### src/rtl/ntt_ctrl_pkg.sv
// Shared constants and types for the Kyber NTT butterfly-stage controller.
package ntt_ctrl_pkg;

    localparam int N      = 256;
    localparam int LAYERS = 7;
    localparam int AW     = 8;
    localparam int TWW    = 7;

    localparam logic MODE_NTT  = 1'b1;
    localparam logic MODE_INTT = 1'b0;

    typedef enum logic [1:0] {
        IDLE,
        RUN,
        DRAIN,
        DONE
    } state_e;

endpackage

### src/rtl/ntt_ctrl_if.sv
// Control and coefficient-RAM sequencing bundle between ntt_ctrl (master) and the datapath (slave).
interface ntt_ctrl_if #(
    parameter int AW  = ntt_ctrl_pkg::AW,
    parameter int TWW = ntt_ctrl_pkg::TWW
);
    logic           start;
    logic           mode;
    logic           busy;
    logic           done;
    logic           rd_en;
    logic [AW-1:0]  rd_addr0;
    logic [AW-1:0]  rd_addr1;
    logic [TWW-1:0] tw_idx;
    logic [1:0]     bf_sel;
    logic           wr_en;
    logic [AW-1:0]  wr_addr0;
    logic [AW-1:0]  wr_addr1;

    modport master (
        input  start, mode,
        output busy, done, rd_en, rd_addr0, rd_addr1, tw_idx, bf_sel,
               wr_en, wr_addr0, wr_addr1
    );

    modport slave (
        output start, mode,
        input  busy, done, rd_en, rd_addr0, rd_addr1, tw_idx, bf_sel,
               wr_en, wr_addr0, wr_addr1
    );
endinterface

### src/rtl/dly_chain.sv
// Fixed-depth flop chain: q is d delayed by K clock cycles (K = 0 degenerates to a wire).
module dly_chain #(
    parameter int W = 1,
    parameter int K = 1
) (
    input  logic         clk,
    input  logic         rst,
    input  logic [W-1:0] d,
    output logic [W-1:0] q
);
    if (K == 0) begin : g_wire
        assign q = d;
    end else begin : g_chain
        logic [K-1:0][W-1:0] stage_q, stage_d;

        always_comb begin
            stage_d[0] = d;
            for (int i = 1; i < K; i++) stage_d[i] = stage_q[i-1];
        end

        // NOTE: every stage is reset, so a reset cannot leave stale write strobes in flight.
        always_ff @(posedge clk or posedge rst) begin
            if (rst) stage_q <= '0;
            else     stage_q <= stage_d;
        end

        assign q = stage_q[K-1];
    end
endmodule

### src/rtl/ntt_addr_calc.sv
// Maps (layer, butterfly, mode) to the coefficient pair addresses and twiddle index.
module ntt_addr_calc #(
    parameter int AW  = ntt_ctrl_pkg::AW,
    parameter int TWW = ntt_ctrl_pkg::TWW
) (
    input  logic [2:0]     l,
    input  logic [AW-2:0]  b,
    input  logic           mode,
    output logic [AW-1:0]  addr0,
    output logic [AW-1:0]  addr1,
    output logic [TWW-1:0] tw_idx
);
    import ntt_ctrl_pkg::*;

    logic [2:0]    lg;
    logic [AW-2:0] grp, j;
    logic [AW-1:0] len;

    // lg = log2(len): CT halves the span each layer, GS doubles it.
    always_comb begin
        lg     = (mode == MODE_NTT) ? 3'(AW - 1) - l : l + 3'd1;
        len    = AW'(1) << lg;
        grp    = b >> lg;
        j      = b & ~({(AW-1){1'b1}} << lg);
        addr0  = (({1'b0, grp} << lg) << 1) | {1'b0, j};
        addr1  = addr0 + len;
        tw_idx = (mode == MODE_NTT) ? (TWW'(1) << l) + TWW'(grp)
                                    : ({TWW{1'b1}} >> l) - TWW'(grp);
    end
endmodule

### src/rtl/ntt_ctrl.sv
// Butterfly-stage sequencer for the Kyber NTT: issues one read pair per cycle over 7 layers
// and replays each read as a write-back once the RAM and butterfly pipeline have drained.
module ntt_ctrl #(
    parameter int RDLAT = 1,
    parameter int BFLAT = 11,
    parameter int AW    = ntt_ctrl_pkg::AW,
    parameter int TWW   = ntt_ctrl_pkg::TWW
) (
    input  logic      clk,
    input  logic      rst,
    ntt_ctrl_if.master bus
);
    import ntt_ctrl_pkg::*;

    localparam int L  = RDLAT + BFLAT;
    localparam int DW = $clog2(L + 1);
    localparam int BW = AW - 1;

    state_e         state_q, state_d;
    logic [2:0]     l_q, l_d;
    logic [BW-1:0]  b_q, b_d;
    logic [DW-1:0]  dcnt_q, dcnt_d;
    logic           mode_q, mode_d;
    logic           run;
    logic [AW-1:0]  calc_addr0, calc_addr1;
    logic [TWW-1:0] calc_tw;
    logic [2*AW:0]  wr_bundle;

    // NOTE: non-blocking assignments so every flop samples the pre-edge values.
    always_ff @(posedge clk or posedge rst) begin
        if (rst) begin
            state_q <= IDLE;
            l_q     <= '0;
            b_q     <= '0;
            dcnt_q  <= '0;
            mode_q  <= MODE_INTT;
        end else begin
            state_q <= state_d;
            l_q     <= l_d;
            b_q     <= b_d;
            dcnt_q  <= dcnt_d;
            mode_q  <= mode_d;
        end
    end

    // NOTE: every signal gets a default first so no path through the case infers a latch.
    always_comb begin
        state_d = state_q;
        l_d     = l_q;
        b_d     = b_q;
        dcnt_d  = dcnt_q;
        mode_d  = mode_q;
        unique case (state_q)
            IDLE: if (bus.start) begin
                state_d = RUN;
                mode_d  = bus.mode;
                l_d     = '0;
                b_d     = '0;
            end
            RUN: begin
                b_d    = b_q + BW'(1);
                dcnt_d = '0;
                if (b_q == BW'(N / 2 - 1)) state_d = DRAIN;
            end
            DRAIN: begin
                dcnt_d = dcnt_q + DW'(1);
                if (dcnt_q == DW'(L - 1)) begin
                    if (l_q == 3'(LAYERS - 1)) begin
                        state_d = DONE;
                    end else begin
                        l_d     = l_q + 3'd1;
                        b_d     = '0;
                        state_d = RUN;
                    end
                end
            end
            DONE:    state_d = IDLE;
            default: state_d = IDLE;
        endcase
    end

    ntt_addr_calc #(.AW(AW), .TWW(TWW)) u_addr (
        .l      (l_q),
        .b      (b_q),
        .mode   (mode_q),
        .addr0  (calc_addr0),
        .addr1  (calc_addr1),
        .tw_idx (calc_tw)
    );

    // Address and index outputs are held at zero outside RUN.
    always_comb begin
        run          = (state_q == RUN);
        bus.busy     = (state_q == RUN) || (state_q == DRAIN);
        bus.done     = (state_q == DONE);
        bus.rd_en    = run;
        bus.rd_addr0 = run ? calc_addr0 : '0;
        bus.rd_addr1 = run ? calc_addr1 : '0;
        bus.tw_idx   = run ? calc_tw    : '0;
    end

    dly_chain #(.W(2), .K(RDLAT)) u_sel_dly (
        .clk (clk),
        .rst (rst),
        .d   ({1'b0, mode_q}),
        .q   (bus.bf_sel)
    );

    dly_chain #(.W(2 * AW + 1), .K(L)) u_wr_dly (
        .clk (clk),
        .rst (rst),
        .d   ({bus.rd_en, bus.rd_addr0, bus.rd_addr1}),
        .q   (wr_bundle)
    );

    assign bus.wr_en    = wr_bundle[2*AW];
    assign bus.wr_addr0 = wr_bundle[2*AW-1:AW];
    assign bus.wr_addr1 = wr_bundle[AW-1:0];
endmodule

### src/flat_wrapper.sv
// flat-port wrapper written by rule: the top's interface ports become plain ports
module ntt_ctrl_flat import ntt_ctrl_pkg::*;
#(
    parameter int RDLAT = 1,
    parameter int BFLAT = 11,
    parameter int AW    = ntt_ctrl_pkg::AW,
    parameter int TWW   = ntt_ctrl_pkg::TWW
)
  (clk, rst, bus_start, bus_mode, bus_busy, bus_done, bus_rd_en, bus_rd_addr0, bus_rd_addr1, bus_tw_idx, bus_bf_sel, bus_wr_en, bus_wr_addr0, bus_wr_addr1);
  ntt_ctrl_if #(.AW(AW), .TWW(TWW)) bus_i ();
  input  logic clk;
  input  logic rst;
  input wire logic [$bits(bus_i.start)-1:0] bus_start;
  input wire logic [$bits(bus_i.mode)-1:0] bus_mode;
  output wire logic [$bits(bus_i.busy)-1:0] bus_busy;
  output wire logic [$bits(bus_i.done)-1:0] bus_done;
  output wire logic [$bits(bus_i.rd_en)-1:0] bus_rd_en;
  output wire logic [$bits(bus_i.rd_addr0)-1:0] bus_rd_addr0;
  output wire logic [$bits(bus_i.rd_addr1)-1:0] bus_rd_addr1;
  output wire logic [$bits(bus_i.tw_idx)-1:0] bus_tw_idx;
  output wire logic [$bits(bus_i.bf_sel)-1:0] bus_bf_sel;
  output wire logic [$bits(bus_i.wr_en)-1:0] bus_wr_en;
  output wire logic [$bits(bus_i.wr_addr0)-1:0] bus_wr_addr0;
  output wire logic [$bits(bus_i.wr_addr1)-1:0] bus_wr_addr1;
  assign bus_i.start = bus_start;
  assign bus_i.mode = bus_mode;
  assign bus_busy = bus_i.busy;
  assign bus_done = bus_i.done;
  assign bus_rd_en = bus_i.rd_en;
  assign bus_rd_addr0 = bus_i.rd_addr0;
  assign bus_rd_addr1 = bus_i.rd_addr1;
  assign bus_tw_idx = bus_i.tw_idx;
  assign bus_bf_sel = bus_i.bf_sel;
  assign bus_wr_en = bus_i.wr_en;
  assign bus_wr_addr0 = bus_i.wr_addr0;
  assign bus_wr_addr1 = bus_i.wr_addr1;
  ntt_ctrl #(.RDLAT(RDLAT), .BFLAT(BFLAT), .AW(AW), .TWW(TWW)) u_core (.clk(clk), .rst(rst), .bus(bus_i));
endmodule
### config.mk
export PLATFORM = sky130hd
export DESIGN_NAME = ntt_ctrl_flat
export DESIGN_NICKNAME = d
export VERILOG_FILES = /design/src/rtl/ntt_ctrl_pkg.sv /design/src/rtl/ntt_ctrl_if.sv /design/src/rtl/dly_chain.sv /design/src/rtl/ntt_addr_calc.sv /design/src/rtl/ntt_ctrl.sv /design/src/flat_wrapper.sv
export SDC_FILE = /design/constraint.sdc
export NUM_CORES = 1
export LEC_CHECK = 0
export BUFFER_PORTS_ARGS = -buffer_cell sky130_fd_sc_hd__buf_2
export CAP_MARGIN = 20
export CORE_MARGIN = 2
export CORE_UTILIZATION = 35
export DETAILED_ROUTE_END_ITERATION = 6
export GPL_TIMING_DRIVEN = 0
export PLACE_DENSITY_LB_ADDON = 0.25
export SETUP_SLACK_MARGIN = 0.15
export SKIP_LAST_GASP = 1
export SLEW_MARGIN = 10
export SYNTH_ARGS = -nofsm -noshare
export SYNTH_HDL_FRONTEND = slang
export SYNTH_SLANG_ARGS = --single-unit
### constraint.sdc
create_clock -name clk -period 14.56 [get_ports clk]
set_clock_uncertainty 0.1 [all_clocks]
set_input_delay 2.912 -clock clk [delete_from_list [all_inputs] [get_ports clk]]
set_output_delay 2.912 -clock clk [all_outputs]
set_load 0.02 [all_outputs]
# [After elaboration in Yosys (flattened, before gate mapping)]
# Index checks and enable logic that the tools add are counted.
[word_totals] register_bits=222 in_bits=4 output_inout_bits=45 elab_cells=72
[op_classes] addsub=7 n_eq_ne=10 shifts=6 muxes=19 bitwise_logic=3 reduce_logical=9
[ops] op="$mux 7" count=5
[ops] op="$pmux 7 s3" count=1
[ops] op="$mux 8" count=2
[ops] op="$mux 3" count=4
[ops] op="$add 8x8->8" count=1
[ops] op="$mux 2" count=4
[ops] op="$or 8x7->8" count=1
[ops] op="$pmux 2 s4" count=1
[ops] op="$pmux 4 s2" count=1
[ops] op="$reduce_and 4->1" count=2
[ops] op="$shl 1x3->8 const A" count=1
[ops] op="$add 7x1->7 const B" count=1
[ops] op="$add 7x7->7" count=1
[ops] op="$and 7x7->7" count=1
[ops] op="$eq 7x7->1 const B" count=1
[ops] op="$not 7->7" count=1
[ops] op="$shl 1x3->7 const A" count=1
[ops] op="$shl 7x3->7" count=1
[ops] op="$shl 7x3->7 const A" count=1
[ops] op="$shr 7x3->7" count=1
[ops] op="$shr 7x3->7 const A" count=1
[ops] op="$sub 7x7->7" count=1
[ops] op="$pmux 3 s2" count=1
[ops] op="$add 4x1->4 const B" count=1
[ops] op="other kinds (14)" count=18

# [Longest topological paths before layout]
# Gate-level depths: netlist of the first run.
[depth] ltp_word=8 mapped_depth=17 mapped_depth_nobuf=15

# [By module]
# From an unflattened synthesis of the first run, not the netlist that was laid out.
[unflattened] hier_cells=536 area_unflattened_um2=7722.4
[by_module_without_submodules] mod="dly_chain (u_core.u_wr_dly)" instances=1 cells_per_inst=205 area_each_um2=5108.6 seq_area_each_um2=5104.9
[by_module_without_submodules] mod="ntt_addr_calc" instances=1 cells_per_inst=199 area_each_um2=1403.8 seq_area_each_um2=0.0
[by_module_without_submodules] mod="ntt_ctrl" instances=1 cells_per_inst=129 area_each_um2=1156.1 seq_area_each_um2=425.4
[by_module_without_submodules] mod="dly_chain (u_core.u_sel_dly)" instances=1 cells_per_inst=3 area_each_um2=53.8 seq_area_each_um2=50.0

# [Least setup slack after synthesis of the first run]
# No wires, ideal clock.
[synth_path] kind="register -> output" startpoint="register u_core.l_q[0]" endpoint="output bus_tw_idx[6]" arrival_time_ns=3.632 t_required_ns=11.548 path_slack_ns=7.916 stages_incl_launch_ff=18 path_buffers=2 path_cell_list="dfrtp_1 buf_2 buf_2 inv_1 ha_1 and2b_4 nor2_4 a21oi_1 mux2_2 a21oi_1 ha_1 inv_1 fa_1 a211oi_1 o21ai_0 o21ai_0 xor2_1 o22ai_1"
[synth_via] elab_chain_len=6 word_cells_on_any_way=10 cone_classes="add/sub (4); shift (3); mux (3)"
[synth_rtl] item="start: declaration" line_no="ntt_ctrl.sv:20" source="logic [2:0] l_q, l_d;"
[synth_rtl] item="start signal: assignment" line_no="ntt_ctrl.sv:39" source="l_q <= l_d;"
[synth_rtl] item="$add 3x1->3 / $sub 3x3->3 (equally long branches)" line_no="ntt_addr_calc.sv:21" source="lg = (mode == MODE_NTT) ? 3'(AW - 1) - l : l + 3'd1;"
[synth_rtl] item="$mux 3" line_no="ntt_addr_calc.sv:21"
[synth_rtl] item="$shr 7x3->7" line_no="ntt_addr_calc.sv:23" source="grp = b >> lg;"
[synth_rtl] item="$sub 7x7->7 / $add 7x7->7 (equally long branches)" line_no="ntt_addr_calc.sv:28, ntt_addr_calc.sv:27"
[synth_rtl] item="$mux 7 *" line_no="ntt_addr_calc.sv:27" source="tw_idx = (mode == MODE_NTT) ? (TWW'(1) << l) + TWW'(grp)"
[synth_rtl] item="$mux 7 *" line_no="ntt_ctrl.sv:99" source="bus.tw_idx = run ? calc_tw : '0;"
[synth_rtl] item="end: declaration" line_no="flat_wrapper.sv:20" source="output wire logic [$bits(bus_i.tw_idx)-1:0] bus_tw_idx;"
# Mark *: on every way between the ends. The rest lies on a longest branch, timed or not.

==> flow_summary.ini, run 1 <==
[status]
status = completed

[detailed_routing]
avgViaCountPerCell = 4.57
ant_nets = 0
avgRoutedWirePerCell_um = 14.1
drt_iter0_markers = 204
wirelength_um = 12900
dr.pass1.iters = 4
route.vias.total = 4164
drc_errors = 0

[power_and_ir_drop]
pwr-share-clk = 0.294
p_leak_nw = 4.72
switching_share = 0.320
powerDensity_nw_per_um2 = 200
p_comb_frac = 0.280
p_int_mw = 1.24
fin_total_pwr_mw = 1.82
power_frac_seq = 0.426
p_sw_mw = 0.583
peakVddDrop_v = 0.000115

[timing]
final.period_utilization = 0.540
finalSetupViolations = 0
layout_setup_ws_ns = 6.70
rsz0062_at_grt = no
tightestPinTransition_ns = 0.634
final_max_slew_viol_count = 0
final_hold_viol_count = 0
fmax_ghz = 0.127
relSlewSlack = 0.578
worst_hold_slack_ns = 0.241
fin_setup_tns_ns = 0
fin_crit_ns = 7.86

[clock_tree]
htree_num_levels = 1
hold_buffers = 0
cts.clk_slew.worst_paths_ns = 0.06
clock_latency_ns = 0.50
cts_tree = yes
cts_setup_buffers = 0
cts_buffers = 22
clk_path_buf_depth = 3
cts_resized = 0
cts_sinks = 222
cts.root.buffer_cell = clkbuf_16

[worst_setup_path]
reg2reg_slack_ns = 10.28
endpoint = bus_rd_addr1[6]
r2r_start = u_core.l_q[2]
cp-end-kind = output pin
cp_max_fo = 10
reg2reg_to = u_core.u_wr_dly.g_chain.stage_d[23]
crit_type = reg -> out
required_ns = 11.55
rr_worst_depth = 13
crit_start = u_core.l_q[2]
cp.arrival_ns = 4.85
crit_path_start_kind = flip-flop

[worst_hold_path]
holdPathStages = 0
hold_path_class = reg -> reg

[placement]
place_congestion = 0.848
place_ws_ns = 7.07
place_inst = 872
dp_hpwl_um = 8580
portBuffers = 47

[synth]
ys_types = 60
synth_cells = 544
synth_area_um2 = 7790
synth_area_leaders = dfrtp_1, ha_1, buf_4, o21ai_0, nand2_1
synth-main-ff-cell = dfrtp_1
synth_edf_count = 0
synth_xor_area_frac = 0.00787
yosys.area_share.adder = 0.0591
synth_compound_area_frac = 0.0748
async_flop_share = 1.00
syn-num-nets = 583
yosys_warnings = 0
yosysSeqAreaShare = 0.713
muxShareOfSynthArea = 0.0178
synthSimpleGateAreaFrac = 0.0918
synth_top_family_by_area = simple AND/OR/NAND/NOR gates
synth_top_area_share = 0.713
avgSynthCellArea_um2 = 14.3
synth.largest_area_cell = dfrtp_1
synth-seq-cells = 222

[layout]
final_common_cell = dfrtp_1
synthToLayoutAreaGrowth_pct = 17.0
diodes = 0
final_cell_mix = dfrtp_1, buf_2, nand2_1, ha_1, o21ai_0
multi_input_area_um2 = 1970
fin_cells = 912
final-seq-area_um2 = 5560
fillers = 2011
drive_gt1_frac = 0.198
final_nets = 655

[floorplan]
initial_core_util = 0.357
fp.coreArea_um2 = 21800
die_y_um = 153
ios = 49
rows = 54
die_width_um = 153
dieArea_um2 = 23500

[flow_run]
drv_cap = 0

[global_route]
grt_max_degree = 129
grt_usage = 0.114
grt_pass1_wl_um = 22000
grt_overflow = 0
grt_pass1_vias = 4463
antenna_found_initial = 0
[critical path: stages, from the launching register on]
cell and delay (ns):
dfrtp_1 0.42, clkbuf_1 0.38, inv_1 0.18, ha_1 0.40, nor2_2 0.08, or2_1 0.29
a32oi_2 0.40, a32oi_1 0.20, ha_1 0.35, nor2b_1 0.19, o21ai_1 0.11, a21boi_0 0.33
nor2_1 0.09, o311ai_0 0.58, buf_4 0.20, buf_2 0.15
[metal layers]
layer,up-vias,track usage,part of all wire
li1,1955,-,-
met1,2089,0.143,0.43
met2,83,0.197,0.50
met3,37,0.0241,0.042
met4,0,0.0392,0.032
met5,-,0,0
[metrics by stage]
step | instance area [µm²] | util
final | 9120 | 0.418
after global routing | 9120 | 0.418
after CTS | 9120 | 0.418
after detailed placement | 8410 | 0.386
after global placement | 8380 | 0.384
after floorplan | 7790 | -
[final cells by class]
cell class,instances,share of cell area
clock buffers,32,0.0678
repair buffers,48,0.0288
plain buffers,31,0.0210
multi-input cells,270,0.216
flip-flops and latches,222,0.609
inverters,21,0.00947
clock inverters,8,0.00933
well taps,280,0.0384
[registers in the layout (all words and copies together) (netlist names)]
| signal | flops |
|---|---|
| u_core.u_wr_dly.q | 17 |
| u_core.b_q | 7 |
| u_core.u_wr_dly.g_chain.stage_d | 187 |
| u_core.u_sel_dly.q | 1 |
| u_core.dcnt_q | 4 |
| u_core.state_q | 2 |
| u_core.l_q | 3 |
| u_core.mode_q | 1 |
[cells by family after synthesis]
group,Yosys count
other,2
DFF,222
adders and majority gates,35
xor gates and xnor gates,7
AOI/OAI and AO/OA,89
buffers and inverters,52
and+or+nand+nor,126
muxes,11
[Yosys cell counts, drive strengths merged, types with 3 or more instances]
cell type  count
mux2           3
nand2         34
fa             3
dfrtp        222
clkbuf         7
nand3b         4
mux2i          6
o21ai         36
ha            32
a211oi         8
inv           21
nor2b         14
nor3           5
or2            3
xor2           4
nor2          18
xnor2          3
buf           24
nand3          7
a31oi          4
nand2b         7
and2          20
and3           3
a21o           6
a21oi         15
o31ai          3
[power by group through the flow]
stage                     Combinational, mW  Sequential [mW]  Clock (mW)
final                                 0.509            0.775       0.536
after global routing                  0.568            0.788       0.586
after CTS                             0.516            0.778       0.558
after detailed placement              0.513            0.789           0
after global placement                0.501            0.781           0
after floorplan                       0.363            0.788           0
[worst min path at each step]
stage,startpoint,endpoint,slack (ns)
2_1_floorplan,u_core.u_wr_dly.g_chain.stage_d[83],u_core.u_wr_dly.g_chain.stage_d[100],0.23
3_3_place_gp,u_core.u_wr_dly.g_chain.stage_d[39],u_core.u_wr_dly.g_chain.stage_d[56],0.23
3_5_place_dp,u_core.u_wr_dly.g_chain.stage_d[83],u_core.u_wr_dly.g_chain.stage_d[100],0.23
4_1_cts,u_core.u_wr_dly.g_chain.stage_d[24],u_core.u_wr_dly.g_chain.stage_d[41],0.24
5_1_grt,u_core.u_wr_dly.g_chain.stage_d[59],u_core.u_wr_dly.g_chain.stage_d[76],0.24
6_report,u_core.u_wr_dly.g_chain.stage_d[24],u_core.u_wr_dly.g_chain.stage_d[41],0.24
Power figures use the tool's default switching activity.
==> inputs of run 2 (changes only) <==
==> constraint.sdc (replaced) <==
create_clock -name clk -period 7 [get_ports clk]
set_clock_uncertainty 0.1 [all_clocks]
set_input_delay 1.4 -clock clk [delete_from_list [all_inputs] [get_ports clk]]
set_output_delay 1.4 -clock clk [all_outputs]
set_load 0.02 [all_outputs]
==> run 2 against run 1 <==
Effect of this change:
- flip-flop and latch count unchanged
- wire length increased by 0.12%
- power is 110% higher
- critical endpoint is now bus_rd_addr1[7]
- worst hold slack better by 0.0027 ns
- cell count down 0.77%
- utilization barely moved
- clock power rose by 96%
- global-route usage up 0.055 points
- critical path type unchanged
==> flow_summary.ini, run 2 (synthesis results as in run 1) <==
[timing]
final_max_slew_viol_count = 0
final_hold_viol_count = 0
layout_setup_ws_ns = 0.685
relSlewSlack = 0.431
fin_setup_tns_ns = 0
fin_crit_ns = 6.31
finalSetupViolations = 0
rsz0062_at_grt = no
fmax_ghz = 0.158
tightestPinTransition_ns = 0.851
worst_hold_slack_ns = 0.244
final.period_utilization = 0.902

[detailed_routing]
avgViaCountPerCell = 4.67
avgRoutedWirePerCell_um = 14.3
dr.pass1.iters = 4
drc_errors = 0
ant_nets = 0
drt_iter0_markers = 195
wirelength_um = 12900
route.vias.total = 4226

[power_and_ir_drop]
fin_total_pwr_mw = 3.74
p_sw_mw = 1.19
p_comb_frac = 0.287
peakVddDrop_v = 0.000230
switching_share = 0.318
p_leak_nw = 4.72
p_int_mw = 2.55
powerDensity_nw_per_um2 = 409
power_frac_seq = 0.432
pwr-share-clk = 0.282

[clock_tree]
cts_sinks = 222
hold_buffers = 0
clk_path_buf_depth = 3
cts.clk_slew.worst_paths_ns = 0.06
htree_num_levels = 1
cts_buffers = 22
cts.root.buffer_cell = clkbuf_16
clock_latency_ns = 0.50
cts_tree = yes

[floorplan]
ios = 49
fp.coreArea_um2 = 21800
rows = 54
dieArea_um2 = 23500
die_width_um = 153
initial_core_util = 0.357
die_y_um = 153

[worst_setup_path]
cp_max_fo = 10
crit_path_start_kind = flip-flop
path_cells = clkbuf_1 > inv_1 > ha_1 > nor2_2 > or2_1 > a32oi_2 > a32oi_1 > ha_1 > a21o_1 > a21o_1 > a2111oi_2 > nor3_1 > and3b_1 > buf_4 > buf_2
cp-end-kind = output pin
cp.arrival_ns = 4.81
cpPeakStageDelay_ns = 0.44
path_delay_family = compound AO/OA/AOI/OAI gates
required_ns = 5.50
worst-path-buf-inv = 4
crit_type = reg -> out
cpMaxStageDelayCell = a2111oi_2

[placement]
dpl_cell_area_um2 = 8480
portBuffers = 47
dp_hpwl_um = 8980
place_inst = 876
place_congestion = 0.884
place_ws_ns = 0.968

[layout]
final_nets = 659
final_common_cell = dfrtp_1
final_util = 0.418
fin_area_um2 = 9120
drive_gt1_frac = 0.197
largest_reg_flops = 187
fin_cells = 905
synthToLayoutAreaGrowth_pct = 17.1
diodes = 0
final_cell_mix = dfrtp_1, buf_2, nand2_1, ha_1, o21ai_0

[global_route]
grt_overflow = 0
grt_max_degree = 42
grt_pass1_vias = 4545
grt_usage = 0.115
grt_pass1_wl_um = 22000
antenna_found_initial = 0

[flow_run]
drv_cap = 0

[worst_hold_path]
hold_path_class = reg -> reg

[status]
status = completed
-- run 2: changes by cell type in the layout (fill, tap and decap cells not counted), sizes merged --
cell / delta
buf: +4
clkinv: -3
clkinvlp: -1
inv: -1
clkbuf: -6
-- run 2: power groups by stage --
stage | combinational [mW] | sequential, mW | clock (mW)
2_1_floorplan | 0.754 | 1.64 | 0
3_3_place_gp | 1.04 | 1.63 | 0
3_5_place_dp | 1.07 | 1.64 | 0
4_1_cts | 1.08 | 1.62 | 1.10
5_1_grt | 1.19 | 1.64 | 1.16
6_report | 1.07 | 1.61 | 1.05
-- run 2: final cells by class --
class	count	area [µm²]
fill	2030	12700
sequential	222	5560
multi-input combinational	270	1970
clock buffer	26	586
tap	280	350
timing repair buffer	52	335
buffer	31	191
inverter	21	82.6
clock inverter	3	55.1
-- run 2: worst reg2reg max path, cell delays in order (launching register included) --
cell	delay (ns)
dfrtp_1	0.42
clkbuf_1	0.38
inv_1	0.19
ha_1	0.41
nor2_2	0.08
or2_1	0.30
a32oi_2	0.43
a32oi_1	0.21
ha_1	0.36
a21o_1	0.20
a21o_1	0.21
a2111oi_2	0.44
nor3_1	0.09
and3b_1	0.30
-- run 2: worst paths after layout --
path / to / slack (ns) / cells after the start / from
min: u_core.u_wr_dly.g_chain.stage_d[52] / 0.24 / 0 / u_core.u_wr_dly.g_chain.stage_d[35]
max: bus_rd_addr1[7] / 0.69 / 15 / u_core.l_q[2]
max reg2reg: u_core.u_wr_dly.g_chain.stage_d[24] / 2.79 / 13 / u_core.l_q[2]
max in group asynchronous: u_core.u_wr_dly.g_chain.stage_d[72] / 4.69 / 5 / rst
min in group asynchronous: u_core.u_wr_dly.q[2] / 0.97 / 2 / rst
min reg2reg: u_core.u_wr_dly.g_chain.stage_d[52] / 0.24 / 0 / u_core.u_wr_dly.g_chain.stage_d[35]
-- run 2: routing by layer --
layer,global-route usage,part of all wire,up-vias
li1,-,-,1947
met1,0.139,0.42,2134
met2,0.202,0.51,105
met3,0.0261,0.043,40
met4,0.0388,0.030,0
met5,0,0,-
-- run 2: what timing repair did --
action | in CTS | in global routing
setup buffers | 0 | 0
resized for setup | 0 | 1
setup endpoints to repair | 0 | 1
==> inputs of run 3 (changes only) <==
--- a/config.mk
+++ b/config.mk
@@ -5,6 +5,7 @@
 export SDC_FILE = /design/constraint.sdc
 export NUM_CORES = 1
 export LEC_CHECK = 0
+export ABC_AREA = 1
 export BUFFER_PORTS_ARGS = -buffer_cell sky130_fd_sc_hd__buf_2
 export CAP_MARGIN = 20
 export CORE_MARGIN = 2
==> run 3 against run 2 <==
Effect of this change:
- first-iteration DRC count is 1.5% higher
- die area shrank 1.1%
- critical path depth is 8 higher
- wire length increased by 0.22%
- critical path type unchanged
- synthesized area decreased by 1.1%
- sequential share of layout area down 0.11 points
- power is 8.2% higher
- utilization is 0.34 points higher
==> flow_summary.ini, run 3 <==
[synth]
synth_cells = 615
synth_area_leaders = dfrtp_1, ha_1, nand2_1, inv_1, a21oi_1
synth_edf_count = 0
yosys_warnings = 0
synth_top_area_share = 0.721
synth.largest_area_cell = dfrtp_1
syn-num-nets = 654
ys_types = 36
synth.most_common_cell = dfrtp_1
async_flop_share = 1.00
yosysSeqAreaShare = 0.721
ys_top_cells_by_count = dfrtp_1, nand2_1, inv_1, nor2_1
synth_area_um2 = 7700
synth-seq-cells = 222
synth-main-ff-cell = dfrtp_1
avgSynthCellArea_um2 = 12.5

[layout]
synthToLayoutAreaGrowth_pct = 18.6
drive_gt1_frac = 0.183
fillers = 2016
final_nets = 731
final_cell_mix = dfrtp_1, nand2_1, buf_2, inv_1, nor2_1
fin_area_um2 = 9140
fin_cells = 985
final_common_cell = dfrtp_1
final_util = 0.421
diodes = 0
largest_reg_flops = 187

[worst_setup_path]
crit_path_start_kind = flip-flop
cp_common_cell = nand2_1
cp-end-kind = output pin
crit_type = reg -> out
cpMaxStageDelayCell = dfrtp_1
cp.arrival_ns = 4.71
cpPeakStageDelay_ns = 0.39
required_ns = 5.50
cp_max_fo = 10
path_cells = clkbuf_1 > inv_1 > ha_1 > o21ai_2 > nand2_2 > inv_2 > nand2_1 > nand2_1 > inv_2 > nand2_1 > nand2_1 > o21ai_1 > nand2_1 > ha_1 > a21oi_1 > o2111ai_1 > nand2_1 > inv_1 > nand3_1 > nand2_1 > nor2_1 > buf_4 > buf_2

[flow_run]
drv_cap = 0

[clock_tree]
cts_sinks = 222
hold_buffers = 0
cts_resized = 0
cts.clk_slew.worst_paths_ns = 0.06
clk_path_buf_depth = 3
cts_buffers = 22
htree_num_levels = 1
cts.root.buffer_cell = clkbuf_16
cts_tree = yes
cts_setup_buffers = 0
clock_latency_ns = 0.48

[timing]
rsz0062_at_grt = no
layout_setup_ws_ns = 0.790
finalSetupViolations = 0
relSlewSlack = 0.589
final_hold_viol_count = 0
tightestPinTransition_ns = 0.617
fmax_ghz = 0.161
final_max_slew_viol_count = 0
worst_hold_slack_ns = 0.239
fin_setup_tns_ns = 0
final.period_utilization = 0.887
fin_crit_ns = 6.21

[detailed_routing]
avgRoutedWirePerCell_um = 13.1
drc_errors = 0
drt_iter0_markers = 198
route.vias.total = 4360
avgViaCountPerCell = 4.43
dr.pass1.iters = 4
wirelength_um = 12900
ant_nets = 0

[global_route]
grt_pass1_wl_um = 22600
antenna_found_initial = 0
grt_max_degree = 43
grt_overflow = 0
grt_pass1_vias = 4651
grt_usage = 0.117

[power_and_ir_drop]
p_int_mw = 2.72
powerDensity_nw_per_um2 = 442
switching_share = 0.326
pwr-share-clk = 0.281
p_sw_mw = 1.32
fin_total_pwr_mw = 4.04
peakVddDrop_v = 0.000285
p_leak_nw = 4.84
p_comb_frac = 0.287
power_frac_seq = 0.432

[floorplan]
ios = 49
die_width_um = 152
die_y_um = 152
dieArea_um2 = 23200
initial_core_util = 0.355
rows = 54
fp.coreArea_um2 = 21700

[status]
status = completed

[placement]
place_congestion = 0.779
portBuffers = 47
dpl_cell_area_um2 = 8410
dp_hpwl_um = 9320
place_ws_ns = 1.27
place_inst = 948

[worst_hold_path]
hold_path_class = reg -> reg
-- run 3: changes by cell type after synthesis, sizes merged, moves of 8 or more --
cell    previous run  this run
a211oi             8         0
a21oi             15        34
nand2             34       102
nor2b             14         0
inv               21        55
nor2              18        39
nand3              7        35
and2              20         0
-- run 3: metal layers --
| metal | GRT usage | part of all wire | vias up |
|---|---|---|---|
| li1 | - | - | 2093 |
| met1 | 0.152 | 0.43 | 2162 |
| met2 | 0.202 | 0.50 | 84 |
| met3 | 0.0213 | 0.043 | 21 |
| met4 | 0.0320 | 0.019 | 0 |
| met5 | 0 | 0 | - |
-- run 3: final timing paths --
| kind | endpoint | depth (start not counted) | slack (ns) | start |
|---|---|---|---|---|
| setup / recovery | bus_rd_addr1[7] | 23 | 0.79 | u_core.l_q[2] |
| hold / removal | u_core.u_wr_dly.g_chain.stage_d[149] | 0 | 0.24 | u_core.u_wr_dly.g_chain.stage_d[132] |
| setup reg to reg | u_core.u_wr_dly.g_chain.stage_d[24] | 21 | 2.86 | u_core.l_q[2] |
| hold reg to reg | u_core.u_wr_dly.g_chain.stage_d[149] | 0 | 0.24 | u_core.u_wr_dly.g_chain.stage_d[132] |
| max in group asynchronous | u_core.u_wr_dly.g_chain.stage_d[30] | 6 | 4.89 | rst |
| min in group asynchronous | u_core.u_wr_dly.q[10] | 2 | 0.74 | rst |
-- run 3: logic make-up (layout without fill, tap and decap cells) --
group                      count (synthesis)  in the layout  share of synthesized area
AOI/OAI and AO/OA                         75             75                     0.0531
xor gates and xnor gates                   8              8                    0.00909
adders and majority gates                 35             35                     0.0598
buffers and inverters                     84            174                     0.0515
DFF                                      222            222                      0.721
other                                      2              2                   0.000975
and+or+nand+nor                          189            189                      0.105
-- run 3: area by class of cell --
class	count	area (µm²)	area share
Buffer	29	190	0.0208
Clock buffer	33	673	0.0737
Clock inverter	4	51.3	0.00561
Inverter	55	210	0.0230
Multi-Input combinational cell	309	1750	0.192
Sequential cell	222	5560	0.608
Tap cell	280	350	0.0383
Timing Repair Buffer	53	355	0.0389
-- run 3: critical path, delay by kind of cell, from the launching register on --
family / cells / cell delay, ns
fa+ha+maj: 2 / 0.74
simple gates: 10 / 1.09
flops: 1 / 0.39
buf+inv: 7 / 1.10
compound gates: 4 / 0.89
-- run 3: power by group through the flow --
stage | logic (mW) | clock network [mW] | registers (mW)
after floorplan | 0.812 | 0 | 1.78
after global placement | 1.15 | 0 | 1.76
after detailed placement | 1.17 | 0 | 1.78
after CTS | 1.18 | 1.18 | 1.76
after global routing | 1.31 | 1.23 | 1.79
final | 1.16 | 1.14 | 1.75
